--- config.mk ---
export PLATFORM = sky130hd
export DESIGN_NAME = mm_ctrl
export DESIGN_NICKNAME = d
export VERILOG_FILES = /design/src/rtl/mm_ctrl.sv
export SDC_FILE = /design/constraint.sdc
export NUM_CORES = 1
export LEC_CHECK = 0
export CORE_MARGIN = 2
export CORE_UTILIZATION = 50
export DETAILED_ROUTE_END_ITERATION = 8
export PLACE_DENSITY = 0.91
export SLEW_MARGIN = 10
export SYNTH_ARGS = -nofsm -noshare
export SYNTH_HDL_FRONTEND = slang
export SYNTH_SLANG_ARGS = --single-unit
export TNS_END_PERCENT = 20
--- constraint.sdc ---
create_clock -name clk -period 5.1 [get_ports clk]
set_clock_uncertainty 0.05 [all_clocks]
set_input_delay 1.02 -clock clk [delete_from_list [all_inputs] [get_ports clk]]
set_output_delay 1.02 -clock clk [all_outputs]
set_load 0.1 [all_outputs]
--- src/rtl/mm_ctrl.sv ---
// mm_ctrl: sequencing controller for a SIZE x SIZE weight-stationary systolic array.
// Optional run-length counter perf_cycles is built only when MM_CTRL_PERF_EN is defined.
module mm_ctrl #(
    parameter int SIZE      = 4,
    parameter int ADDR_W    = 8,
    parameter int ARRAY_LAT = 8
) (
    input  logic              clk,
    input  logic              rst_n,
    input  logic              start,
    input  logic              abort,
    input  logic [ADDR_W-1:0] n_rows,
    output logic              ready,
    output logic              done,
    output logic              b_rd,
    output logic [ADDR_W-1:0] b_addr,
    output logic [SIZE-1:0]   b_load,
    output logic              a_rd,
    output logic [ADDR_W-1:0] a_addr,
    output logic [SIZE-1:0]   a_en,
    output logic              y_wr,
    output logic [ADDR_W-1:0] y_addr,
    output logic [31:0]       perf_cycles
);

    // state | meaning
    // IDLE  | waiting for start, ready=1
    // LOAD  | reading B rows 0..SIZE-1 into the weight latches
    // FEED  | reading A rows 0..n_rows-1 into the array
    // DRAIN | waiting for the last Y row write
    // DONE  | one-cycle done pulse
    typedef enum logic [2:0] {S_IDLE, S_LOAD, S_FEED, S_DRAIN, S_DONE} state_t;

    // One shift register serves both the row skew taps and the result-write tap.
    localparam int PIPE_A = (SIZE > ARRAY_LAT + 1) ? SIZE : ARRAY_LAT + 1;
    localparam int PIPE_W = (PIPE_A < 2) ? 2 : PIPE_A;

    state_t            state, state_next;
    logic [ADDR_W-1:0] n_lat;
    logic [PIPE_W-1:0] pipe;
    logic              accept, load_last, feed_last, y_last;

    assign accept    = (state == S_IDLE) && start && !abort;
    assign load_last = (b_addr == ADDR_W'(SIZE - 1));
    assign feed_last = (a_addr == n_lat - ADDR_W'(1));
    assign y_last    = y_wr && (y_addr == n_lat - ADDR_W'(1));

    always_ff @(posedge clk) begin
        if (!rst_n) state <= S_IDLE;
        else        state <= state_next;
    end

    always_comb begin
        state_next = state;
        ready      = 1'b0;
        done       = 1'b0;
        b_rd       = 1'b0;
        a_rd       = 1'b0;
        case (state)
            S_IDLE: begin
                ready = 1'b1;
                if (start) state_next = (n_rows != '0) ? S_LOAD : S_DONE;
            end
            S_LOAD: begin
                b_rd = 1'b1;
                if (load_last) state_next = S_FEED;
            end
            S_FEED: begin
                a_rd = 1'b1;
                if (feed_last) state_next = S_DRAIN;
            end
            S_DRAIN: if (y_last) state_next = S_DONE;
            S_DONE: begin
                done       = 1'b1;
                state_next = S_IDLE;
            end
            default: state_next = S_IDLE;
        endcase
        if (abort) state_next = S_IDLE;
    end

    always_ff @(posedge clk) begin
        if (!rst_n || abort) begin
            n_lat  <= '0;
            b_addr <= '0;
            a_addr <= '0;
            y_addr <= '0;
            b_load <= '0;
            pipe   <= '0;
        end else begin
            if (accept) n_lat <= n_rows;
            b_addr <= (b_rd && !load_last) ? b_addr + ADDR_W'(1) : '0;
            a_addr <= (a_rd && !feed_last) ? a_addr + ADDR_W'(1) : '0;
            if (state == S_IDLE || state == S_DONE) y_addr <= '0;
            else if (y_wr)                          y_addr <= y_addr + ADDR_W'(1);
            // Buffer read data arrives one cycle after b_rd, so the latch enable trails it.
            b_load <= b_rd ? (SIZE'(1) << b_addr) : '0;
            pipe   <= {pipe[PIPE_W-2:0], a_rd};
        end
    end

    assign a_en = pipe[SIZE-1:0];
    assign y_wr = pipe[ARRAY_LAT];

`ifdef MM_CTRL_PERF_EN
    logic [31:0] perf_q;

    // Survives abort on purpose so the partial run length stays visible.
    always_ff @(posedge clk) begin
        if (!rst_n)                perf_q <= '0;
        else if (accept)           perf_q <= '0;
        else if (state != S_IDLE)  perf_q <= perf_q + 32'd1;
    end

    assign perf_cycles = perf_q;
`else
    assign perf_cycles = '0;
`endif

endmodule

==> run metrics <==
crit path from=state[1]; final instance area=3030 um^2; setup TNS=0 ns; peak supply drop=0.183 mV; clk buf depth=2; Layout area overhead=18.8%; worst path buffer plus inverter count=1; most instantiated cells after synthesis=dfxtp_1, buf_4, nor2_1; Setup violations, final=0; Post-synth EDFFs=0; Synth area leaders=dfxtp_1, buf_4, xnor2_1, xor2_1, nor2_1; Ports=81; status=finished, final reports clean; switching share of power=0.323; Total Power Consumption=0.000837 W; clock root buffer=clkbuf_8; unrepaired setup endpoints after global routing=no; chip height=75.5 um; Yosys cell types=46; Tmin final=3.52 ns; Final Max Tran Viols=0; Final nets=358; Slew headroom=0.336; count of final hold-check violations=0; layout cells sized above 1=0.0466; routability congestion estimate=0.905; post-CTS setup buffers=0; first-pass GRT wire length=8070 um; mean routed wirelength per cell=11.9 um; Post-CTS Resized=0; Synth Register Bits=48; DRC viols=0; P_leak=1.12 nW; initial antenna violation count=0; Port Buffers=48; reg2reg path depth=8; Final ANT Viol Nets=0; pre-CTS setup slack=1.95 ns; initial DRC count=66; routed via count=2098; Synth async-reset ratio=0; core box area=5010 um^2; share of the synthesized area in the top cell type=0.376; CTS tree=built; number of cell rows=26; clock-pin slew on the worst setup and hold paths=0.09 ns; combinational share of power=0.203; router iterations before antenna repair=4; CTS Buf Count=5; antenna cell count=0; yosys warns=0; Worst Path Arrival=2.45 ns; largest net degree at the start of global routing=16; die width=75.5 um; most frequent cell after synthesis=dfxtp_1; CTS H-tree lvls=2; r2r endpoint=state[2]; CTS Hold Bufs=0; GRT Resource Usage Total=0.182; post-synthesis sequential area ratio=0.376; Post-Syn Instances=304; Main synth FF type=dfxtp_1; worst setup margin=1.58 ns; Switch Pwr=0.000270 W; vias per std cell=5.08; Hold Crit Start=pipe[6]; drt total wl=4920 um; CTS sink cnt=48; clock share of power=0.339; slowest stage delay, CP=1.23 ns; max-cap viol count=0; largest fanout on the critical path=9; Synth area leader=dfxtp_1; Netlist Area Pre-Place=2550 um^2; Placed Area=2910 um^2; hold path depth=1; slowest CP cell=clkdlybuf4s50_1; Critical Path Source Type=flip-flop; Worst setup EP type=output pin; pwr/cell area=276 nW/um^2; Clock Latency Late Sink=0.30 ns; Seq pwr share=0.458; Post-Syn Area per Cell=8.40 um^2; fmax=284 MHz; Worst R2R Setup Slack=2.82 ns; Post-Place Cells=405; Starting Density=0.510; number of global-route vias before repair=1822; CP delay by family, top=buffers and inverters; GR Overflow Total=0; Worst Tran Pin Value=0.993 ns; die area=5700 um^2; CP cell instances=nor3b_1 > clkdlybuf4s50_1; Crit. path cell count=2; Post-DP HPWL=3810 um; Min-Delay Endpoint=pipe[7]; FF-to-FF Start=n_lat[0]; CP Class=reg2out; Tcrit/Tclk final=0.690; Int Power=0.000567 W; Worst Hold Class=reg2reg; non-filler cells, final=413; worst path required time=4.03 ns
placed cells by master, fill, tap and decap left out, types with 2 or more instances in the layout:
| master | synthesis | final |
|---|---|---|
| o21ai_1 | 3 | 3 |
| a31oi_1 | 2 | 2 |
| ha_1 | 4 | 4 |
| o21ai_0 | 8 | 8 |
| nor4_1 | 4 | 4 |
| nand2b_1 | 3 | 3 |
| conb_1 | 1 | 32 |
| a21oi_1 | 11 | 11 |
| and2_1 | 13 | 13 |
| clkdlybuf4s50_1 | 0 | 48 |
| xnor2_1 | 17 | 17 |
| dfxtp_1 | 48 | 48 |
| xor2_1 | 17 | 17 |
| nor2_1 | 31 | 31 |
| or3_1 | 3 | 3 |
| nor3_1 | 8 | 8 |
| nand4_1 | 4 | 4 |
| nor3b_1 | 5 | 5 |
| clkbuf_8 | 0 | 6 |
| a211o_1 | 2 | 2 |
| nand3_1 | 11 | 11 |
| and3_1 | 4 | 4 |
| mux2i_1 | 2 | 2 |
| inv_1 | 5 | 5 |
| a21boi_0 | 2 | 2 |
| nor2b_1 | 2 | 2 |
| nand2_1 | 28 | 28 |
power by group through the flow:
stage | Combinational [W] | Clock (W) | Sequential (W)
after floorplan | 0.000172 | 0 | 0.000390
after global placement | 0.000167 | 0 | 0.000392
after detailed placement | 0.000169 | 0 | 0.000392
after CTS | 0.000170 | 0.000290 | 0.000383
after global routing | 0.000178 | 0.000306 | 0.000384
final | 0.000170 | 0.000283 | 0.000383
through the flow:
stage / util / hold slack (ns)
floorplan: - / 0.356
global route: 0.606 / 0.406
detailed placement: 0.581 / 0.360
global placement: 0.581 / 0.363
CTS: 0.606 / 0.380
finish: 0.606 / 0.381
how the worst max path moves through the flow:
stage / endpoint / slack [ns]
finish: a_rd / 1.58
global route: a_rd / 1.45
CTS: a_rd / 1.60
detailed placement: a_rd / 1.95
global placement: a_rd / 1.99
floorplan: a_rd / 1.15
metal layers:
layer / global-route usage / vias to the layer above / share of wire
li1: - / 1028 / -
met1: 0.224 / 984 / 0.42
met2: 0.307 / 82 / 0.51
met3: 0.0410 / 4 / 0.061
met4: 0.0780 / 0 / 0.011
met5: 0 / - / 0
layout make-up:
cell class	instances	area (um^2)
clock buffers	6	82.6
clock inverters	2	38.8
fillers	446	1980
inverters	5	18.8
multi-input cells	234	1370
flip-flops and latches	48	961
well taps	70	87.6
repair buffers	48	480
registers in the layout (all words and copies together) (netlist names):
signal and flops:
pipe 9, a_addr 8, b_addr 8, n_lat 8, y_addr 8, b_load 4, state 3
cell families after synthesis:
family          after synthesis  share of synthesized area
fa+ha+maj                     4                     0.0196
other cells                   1                    0.00147
buf+inv                      53                      0.135
simple gates                124                      0.250
xor+xnor                     34                      0.117
mux                           2                    0.00784
flops                        48                      0.376
compound gates               38                     0.0935
(Power assumes the default switching activity.)
